[src/rtl/countdown_timer.sv]
`default_nettype none
// ============================================================================
//  Module      : countdown_timer
//  Description : Loadable countdown with prescaler, pause/resume, abort and
//                a one-cycle registered expiry pulse.
//  Revision    : 1.0 - initial release
// ============================================================================
module countdown_timer #(
    parameter int N = 4,
    parameter int P = 100000000
) (
    input  logic         clk,
    input  logic         rst,
    input  logic         load,
    input  logic [N-1:0] load_val,
    input  logic         start,
    input  logic         pause,
    input  logic         abort,
    output logic [N-1:0] C,
    output logic         T,
    output logic         busy,
    output logic [1:0]   state
);

    localparam int             c_pc_w    = (P > 1) ? $clog2(P) : 1;
    localparam logic [c_pc_w-1:0] c_pc_last = c_pc_w'(P - 1);

    typedef enum logic [1:0] {
        S_IDLE   = 2'd0,
        S_RUN    = 2'd1,
        S_PAUSED = 2'd2,
        S_DONE   = 2'd3
    } state_t;

    state_t              r_state;
    logic [c_pc_w-1:0]   r_pc;
    logic [N-1:0]        r_count;
    logic                r_t;

    always_ff @(posedge clk) begin
        if (rst || abort) begin
            r_state <= S_IDLE;
            r_pc    <= '0;
            r_count <= '0;
            r_t     <= 1'b0;
        end else if (load) begin
            r_state <= S_IDLE;
            r_pc    <= '0;
            r_count <= load_val;
            r_t     <= 1'b0;
        end else begin
            r_t <= 1'b0;
            case (r_state)
                S_IDLE: begin
                    if (start) begin
                        r_pc <= '0;
                        // Starting from zero expires immediately.
                        if (r_count != '0) begin
                            r_state <= S_RUN;
                        end else begin
                            r_state <= S_DONE;
                            r_t     <= 1'b1;
                        end
                    end
                end
                S_RUN: begin
                    if (pause) begin
                        r_state <= S_PAUSED;
                    end else if (r_pc == c_pc_last) begin
                        r_pc <= '0;
                        if (r_count != '0) begin
                            r_count <= r_count - 1'b1;
                            if (r_count == N'(1)) begin
                                r_state <= S_DONE;
                                r_t     <= 1'b1;
                            end
                        end
                    end else begin
                        r_pc <= r_pc + 1'b1;
                    end
                end
                S_PAUSED: begin
                    if (start && !pause) begin
                        r_state <= S_RUN;
                    end
                end
                S_DONE: begin
                    r_state <= S_DONE;
                end
                default: begin
                    r_state <= S_IDLE;
                end
            endcase
        end
    end

    assign C     = r_count;
    assign T     = r_t;
    assign state = r_state;
    assign busy  = (r_state == S_RUN) || (r_state == S_PAUSED);

endmodule
`default_nettype wire

[config.mk]
export PLATFORM = sky130hd
export DESIGN_NAME = countdown_timer
export DESIGN_NICKNAME = d
export VERILOG_FILES = /design/src/rtl/countdown_timer.sv
export SDC_FILE = /design/constraint.sdc
export NUM_CORES = 1
export LEC_CHECK = 0
export CORE_ASPECT_RATIO = 0.5
export CORE_UTILIZATION = 50
export DETAILED_ROUTE_END_ITERATION = 8
export PLACE_DENSITY = 0.71
export SYNTH_ARGS = -nofsm -noshare
export SYNTH_HDL_FRONTEND = slang
export SYNTH_SLANG_ARGS = --single-unit
[constraint.sdc]
create_clock -name clk -period 4.3 [get_ports clk]
set_input_delay 1.075 -clock clk [delete_from_list [all_inputs] [get_ports clk]]
set_output_delay 1.075 -clock clk [all_outputs]
set_load 0.03 [all_outputs]
Word level (Yosys, flattened, before mapping)
Index checks and enable logic that the tools add are counted.
Storage, ports and cells
  bits of input ports: 10
  word-level logic and storage cells: 56
  register bits after elaboration: 34
Cells by class
  equal/unequal tests: 12
  muxes and demuxes: 24
  reduce and logical (&&, ||, !) cells: 14
  add/subtract/negate cells: 2
Operators by type and width (count)
  two-way mux 27 bit: 3
  one-hot mux 27 bit (2 select lines): 1
  adder 27 x 1 -> 27 bit, second input constant: 1
  == test 27 bit, second input constant: 1
  two-way mux 4 bit: 5
  two-way mux 2 bit: 7
  != test 3 bit, second input constant: 3
  != test 2 bit, second input constant: 4
  one-hot mux 2 bit (4 select lines): 1
  nonzero test 2 bit: 4
  two-way mux 1 bit: 6
  AND reduction 5 bit: 1
  == test 2 bit, second input constant: 2
  == test 4 x 1 -> 1 bit, second input constant: 1
  AND reduction 4 bit: 1
  nonzero test 4 bit: 1
  subtractor 4 x 1 -> 4 bit, second input constant: 1
  AND reduction 3 bit: 1
  == test 2 x 1 -> 1 bit, second input constant: 1
  zero test 2 bit: 1
  logical OR 1 bit: 2
  one-hot mux 1 bit (2 select lines): 1
  OR reduction 2 bit: 1
  logical AND 1 bit: 1
  zero test 1 bit: 1

Logic depth before layout (Yosys ltp)
Gate-level depths: netlist of run 1.
  word-level depth: 6
  gate-level depth with buffers: 9
  depth with buffers taken out: 7

Worst setup path after synthesis of run 1
Ideal clock, no wire load.
  kind: input -> register
  start point: input port pause
  end point: register r_pc[11]
  stages: 6
  setup slack: 1.840 ns
  required time: 4.183 ns
  arrival: 2.343 ns
  path through: nand2b_1 > clkbuf_1 > a2111oi_1 > nor2b_1 > xnor2_1 > nor2_1
Between the ends
  word-level cells in the longest chain between the ends: 2
RTL lines
  start: declaration: line 17  | input logic pause,
  != test 2 bit (no line)
  AND reduction 3 bit (no line)
  end signal: assignment: line 79  | r_pc <= r_pc + 1'b1;
  end: declaration: line 36  | logic [c_pc_w-1:0] r_pc;
No other way between the ends.
A chain may end at the register's enable or synchronous reset.

Worst setup path in the final report of run 1
  start point: register r_state[0], in the netlist state[0]
  end point: output port busy
Between the ends
  word-level cells in the longest chain between the ends: 2
  elaborated cells between the ends (all ways): 3
  classes of those cells: eq/ne: 2; reduce/logical: 1
RTL lines
  start: declaration: line 35  | state_t r_state;
  start signal: assignment: line 42  | r_state <= S_IDLE;
  start signal: assignment: line 47  | r_state <= S_IDLE;
  start signal: assignment: line 59  | r_state <= S_RUN;
  == test 2 x 1 -> 1 bit / == test 2 bit (equally long branches): line 100  | assign busy = (r_state == S_RUN) || (r_state == S_PAUSED);
  logical OR 1 bit *: line 100
  end: declaration: line 21  | output logic busy,
Mark *: on every way between the ends. The rest lies on a longest branch, timed or not.

==> run metrics, run 1 <==
outcome completed; io pins 18; worst slew pin tran 0.766 ns; clock transition at the registers of the reported paths 0.07 ns; top cells by area, synth dfxtp_1 34%, xnor2_1 8.9%, nor2_1 6.1%, ha_1 5.1%, nand2_1 3.8%; Slew HR 0.484; Pins Over Slew Limit 0; Total Neg Setup Slack 0 ns; maximum clock frequency 0.354 GHz; Initial DRT Pass Iterations 4; routability cong. ~0.84; worst-case vdd ir drop 134 uV; clk sinks 34; critical path arrival 1.75 ns; die width 90.8 um; ys async rst share 0; # nets final 277; # diodes 0; # Post-CTS Setup Buffers 0; pwr dens 298 mW/mm^2; first-pass GRT wire length 7310 um; CTS root buf clkbuf_8; Via Count 1,829; synth warn 0; synthesized area slightly below 0.002 sq mm; R2R setup slack 2.01 ns; initial antenna violation count 0; required time worst endpoint roughly 3.2 ns; Reg2Reg Depth 7; crit path kind reg -> out; drt wl/cell 14.7 um; CTS tree done; post-synth top area cell dfxtp_1; Hold Crit Depth 1; DRT iter0 DRCs roughly 130; share of the synthesized area in the top cell type 0.345; CP Launch Type flop; # hold bufs at CTS 0; multi-input logic area ~0.0012 sq mm; final setup vio count 0; Sequential Area 681 sq um; Post-synth EDFFs 0; port bufs 17; #FFs+latches synth 34; RSZ-0062 raised after global routing false; Tmin final 2.83 ns; Core Util, Final 0.635; DP Wirelength 3270 um; largest net degree at the start of global routing 25; final hold vios 0; row count 15; GRT Residual Overflow 0; crit end category primary output; cells after synthesis 242; vias per cell 5.90; CTS max path bufs 2; period utilisation layout 0.658; Placeable Area between 0.003 and 0.004 sq mm; HP Class reg -> reg; Main synth FF type dfxtp_1; most common cell after layout, fill and taps aside dfxtp_1; Layout area overhead 15.9%; Initial Utilization 0.548; max_cap viols 0; worst-path fanout max 4; Seq/Total Area, Yosys 0.345; clock skew approximately 0.0023 ns; leak pwr roughly 0.00068 uW; Overall Global Routing Usage 0.229; HP Start r_pc[21]; post-synthesis compound-gate area fraction 0.106; R2R Path End r_pc[11]; syn nets 260; TritonCTS Buffers 5; Fill cells 337; worst skew pair latency between 0.2 and 0.3 ns; Synth Area in XOR/XNOR 0.111; die height 46.4 um; Mean Syn Cell Area 8.15 sq um; DRC 0; post-synth cell types between 40 and 50; vias in the first global route roughly 1,500; layout cell share with drive strength beyond 1 0.0656; H-tree levels 2; most frequent cells in the layout 34 x dfxtp_1, 32 x nor2_1, 20 x nand2_1, 20 x xnor2_1, 17 x clkdlybuf4s50_1; Synth Area in Adders 0.0507; Simple-Gate Fraction of Synth Area 0.352; WL final 4570 um; mux share of post-synthesis cell area 0; end of the worst hold path r_pc[21]; Critical R2R Launch state[1]; Post-CTS Resized 0; Detail Route Antenna Nets 0; full die area 0.00422 sq mm; largest family of logic cells by synthesized area simple AND/OR/NAND/NOR gates
sequential cells by signal, summed over array words and instances, names as in the netlist:
register and flops:
r_pc 27, C 4, state 2, T 1
layout make-up:
cell class | instances | area share
Sequential cell | 34 | 0.298
Tap cell | 51 | 0.0279
Clock buffer | 6 | 0.0361
Multi-Input combinational cell | 192 | 0.534
Inverter | 8 | 0.0131
Clock inverter | 1 | 0.0131
Timing Repair Buffer | 18 | 0.0777
metrics by stage:
step / total power, uW / instance area, sq um / hold WS, ns / setup WS [ns] / cells
finish: 681 / 2290 / 0.503 / 1.47 / 310
CTS: 689 / 2290 / 0.505 / 1.44 / 310
floorplan: 364 / 1970 / 0.459 / 1.84 / 242
detailed placement: 387 / 2170 / 0.495 / 1.24 / 303
global placement: 386 / 2170 / 0.480 / 1.27 / 303
global route: 708 / 2290 / 0.535 / 1.31 / 310
where the power goes:
part	internal, uW	switching [uW]	total, uW	leakage, uW
Sequential	317	3.10	321	0.000274
Combinational	26.1	33.7	59.9	0.000353
Clock	185	116	301	0.0000573
Total	529	152	681	0.000685
worst max-delay path: stages (launching register included):
cell and delay, ns:
dfxtp_1 0.40, inv_1 0.12, ha_1 0.29, clkdlybuf4s50_1 0.66
worst max-delay path by stage:
| stage | cells past startpoint | startpoint | to |
|---|---|---|---|
| 6_report | 3 | state[0] | busy |
| 5_1_grt | 6 | pause | r_pc[11] |
| 4_1_cts | 3 | state[0] | busy |
| 3_5_place_dp | 6 | pause | r_pc[11] |
| 3_3_place_gp | 6 | pause | r_pc[11] |
| 2_1_floorplan | 6 | pause | r_pc[11] |
kinds of logic after synthesis:
| logic type | Yosys count |
|---|---|
| adders and majority gates | 8 |
| and+or+nand+nor | 129 |
| buffers and inverters | 16 |
| DFF | 34 |
| AOI/OAI and AO/OA | 30 |
| xor gates and xnor gates | 25 |
synth_stat cells, types with 6 or more instances:
cell type and n:
dfxtp_1 34, nor2_1 32, nand2_1 20, xnor2_1 20, nand3_1 14, nand4_1 11
nor4_1 10, a21oi_1 8, ha_1 8, inv_1 8, nor3_1 8, a31oi_1 6
nor4b_1 6
layer usage:
metal	GRT usage	routed length, um	share of wire	vias to the layer above
met3	0.0561	304	0.067	6
li1	-	-	-	908
met5	0	0	0	-
met1	0.303	2240	0.49	866
met4	0.0762	46	0.010	0
met2	0.376	1980	0.43	49
Power figures use the tool's default switching activity.
==> run 2: changes to the inputs <==
PLACE_DENSITY = 0.74   (was 0.71)
clock period = 2.4 ns   (was 4.3 ns; I/O delays follow)
==> run 2 against run 1 <==
Against the previous run: sequential share of layout area is 1.1 points lower; register-to-register slack worse by 1.8 ns; routed wire length decreased by 3.8%; largest cell class unchanged; die area unchanged; sequential power is 79% higher; core utilization is 2.3 points higher; hold slack about the same; total power is 66% higher; clock skew rose by 0.0060 ns; flip-flop and latch count unchanged.
==> run metrics, run 2 (synthesis gave the netlist of run 1 again) <==
initial antenna violation count 0 (unchanged); full die area 0.00422 sq mm (unchanged); Tmin final 2.18 ns; HP Class reg -> reg (unchanged); crit end category flop (was primary output); clk sinks 34 (unchanged); leak pwr 0.000757 uW (was 0.000685 uW); Layout area overhead 20.2% (was 15.9%); Net Sw Frac 0.245 (was 0.224); critical path arrival 2.36 ns (was 1.75 ns); GRT Residual Overflow 0 (unchanged); drt wl/cell 13.6 um (was 14.7 um); Via Count 1,795 (was 1,829); Biggest register r_pc (unchanged); vias in the first global route 1,487 (was 1,523); sequential share of power 0.507 (was 0.471); Fill cells 326 (was 337); Detail Route Antenna Nets 0 (unchanged); CTS tree done (unchanged); hold slack 0.503 ns (about the same); crit path kind reg -> reg (was reg -> out); Hold Crit Depth 2 (was 1); # hold bufs at CTS 0 (unchanged); Initial Utilization 0.548 (unchanged); Placeable Area 0.00360 sq mm (unchanged); DP Wirelength 3230 um (was 3270 um); largest net degree at the start of global routing 25 (unchanged); pwr dens 478 mW/mm^2 (was 298 mW/mm^2); # Post-CTS Setup Buffers 0 (unchanged); H-tree levels 2 (unchanged); R2R setup slack 0.22 ns (was 2.01 ns); placed instance area 0.00228 sq mm (was 0.00217 sq mm); maximum clock frequency approximately 0.46 GHz; vias per cell 5.56 (was 5.90); max_cap viols 0 (unchanged); first-pass GRT wire length 6970 um (was 7310 um); combinational power share 0.103 (was 0.088); required time worst endpoint 2.58 ns (was 3.22 ns); most frequent cells in the layout 34 x dfxtp_1, 32 x nor2_1, 20 x nand2_1, 20 x xnor2_1, 16 x clkdlybuf4s50_1 (was 34 x dfxtp_1, 32 x nor2_1, 20 x nand2_1, 20 x xnor2_1, 17 x clkdlybuf4s50_1); Total Neg Setup Slack 0 ns (unchanged); CTS root buf clkbuf_8 (unchanged); final setup vio count 0 (unchanged); clock transition at the registers of the reported paths 0.07 ns (about the same); P_int 855 uW (was 529 uW); Initial DRT Pass Iterations 4 (unchanged); die width 90.8 um (unchanged); worst skew pair latency 0.29 ns (was 0.28 ns); DRT iter0 DRCs 106 (was 131); WL final 4390 um (was 4570 um); Pins Over Slew Limit 0 (unchanged); # diodes 0 (unchanged); die height 46.4 um (unchanged); clock skew 0.00830 ns (was 0.00225 ns); DRC 0 (unchanged); TritonCTS Buffers 5 (unchanged); port bufs 17 (unchanged); # nets final 289 (was 277); worst-case vdd ir drop 240 uV (was 134 uV); RSZ-0062 raised after global routing false (unchanged); Slew HR 0.692 (was 0.484); most common cell after layout, fill and taps aside dfxtp_1 (unchanged); dpl cells 315 (was 303); outcome completed (unchanged); layout cell share with drive strength beyond 1 0.107 (was 0.0656); switching pwr 278 uW (was 152 uW); max reg flops 27 (unchanged); routability cong. 0.919 (was 0.842); CTS max path bufs 2 (unchanged); io pins 18 (unchanged); Tot Pwr 1130 uW (was 681 uW); clock power share 0.391 (was 0.442); worst-path fanout max 24 (was 4); period utilisation layout 0.910; worst slew pin tran 0.458 ns (was 0.766 ns); final hold vios 0 (unchanged); Overall Global Routing Usage 0.220 (was 0.229); row count 15 (unchanged); CP Launch Type flop (unchanged); Reg2Reg Depth 8 (was 7); final instance area 0.00237 sq mm (was 0.00229 sq mm); Final Non-Filler Cells 323 (was 310)
-- run 2: critical path: stages (launching register included) --
cell     delay [ns]
dfxtp_1        0.40
ha_1           0.20
nand3_1        0.17
or4_1          0.51
buf_4          0.20
o21a_1         0.19
o21ai_2        0.16
buf_12         0.19
nor2_1         0.06
-- run 2: stage by stage --
step	util	setup slack [ns]
floorplan	-	0.146
detailed placement	0.632	0.00414
CTS	0.657	0.0340
finish	0.658	0.216
global route	0.658	0.0875
global placement	0.632	0.0293
-- run 2: power groups by stage --
stage | sequential [uW] | clock [uW] | combinational (uW)
after global placement | 587 | 0 | 114
after global routing | 575 | 488 | 125
after detailed placement | 587 | 0 | 115
final | 574 | 442 | 116
after CTS | 574 | 457 | 116
after floorplan | 595 | 0 | 57.5
-- run 2: layout make-up --
cell class | instances | area (sq um) | area share
timing repair buffer | 30 | 283 | 0.119
clock inverter | 1 | 5.00 | 0.00211
tap | 51 | 63.8 | 0.0269
inverter | 8 | 30.0 | 0.0127
sequential | 34 | 681 | 0.287
multi-input combinational | 192 | 1220 | 0.516
clock buffer | 7 | 86.3 | 0.0364
-- run 2: per-layer routing --
| metal | vias up | part of all wire | track usage |
|---|---|---|---|
| met5 | - | 0 | 0 |
| met4 | 0 | 0.013 | 0.0508 |
| met3 | 8 | 0.058 | 0.0726 |
| met2 | 44 | 0.42 | 0.355 |
| met1 | 818 | 0.51 | 0.291 |
| li1 | 925 | - | - |
-- run 2: final timing paths --
path | from | endpoint
worst max register to register | r_pc[0] | r_pc[3]
worst max-delay path | r_pc[0] | r_pc[3]
worst min-delay path | r_pc[1] | r_pc[1]
worst min register to register | r_pc[1] | r_pc[1]
-- run 2: timing repair --
item / 4_1_cts / 5_1_grt
setup endpoints to repair: 0 / 1
endpoints found under the hold margin: 0 / 0
resized for setup: 0 / 1
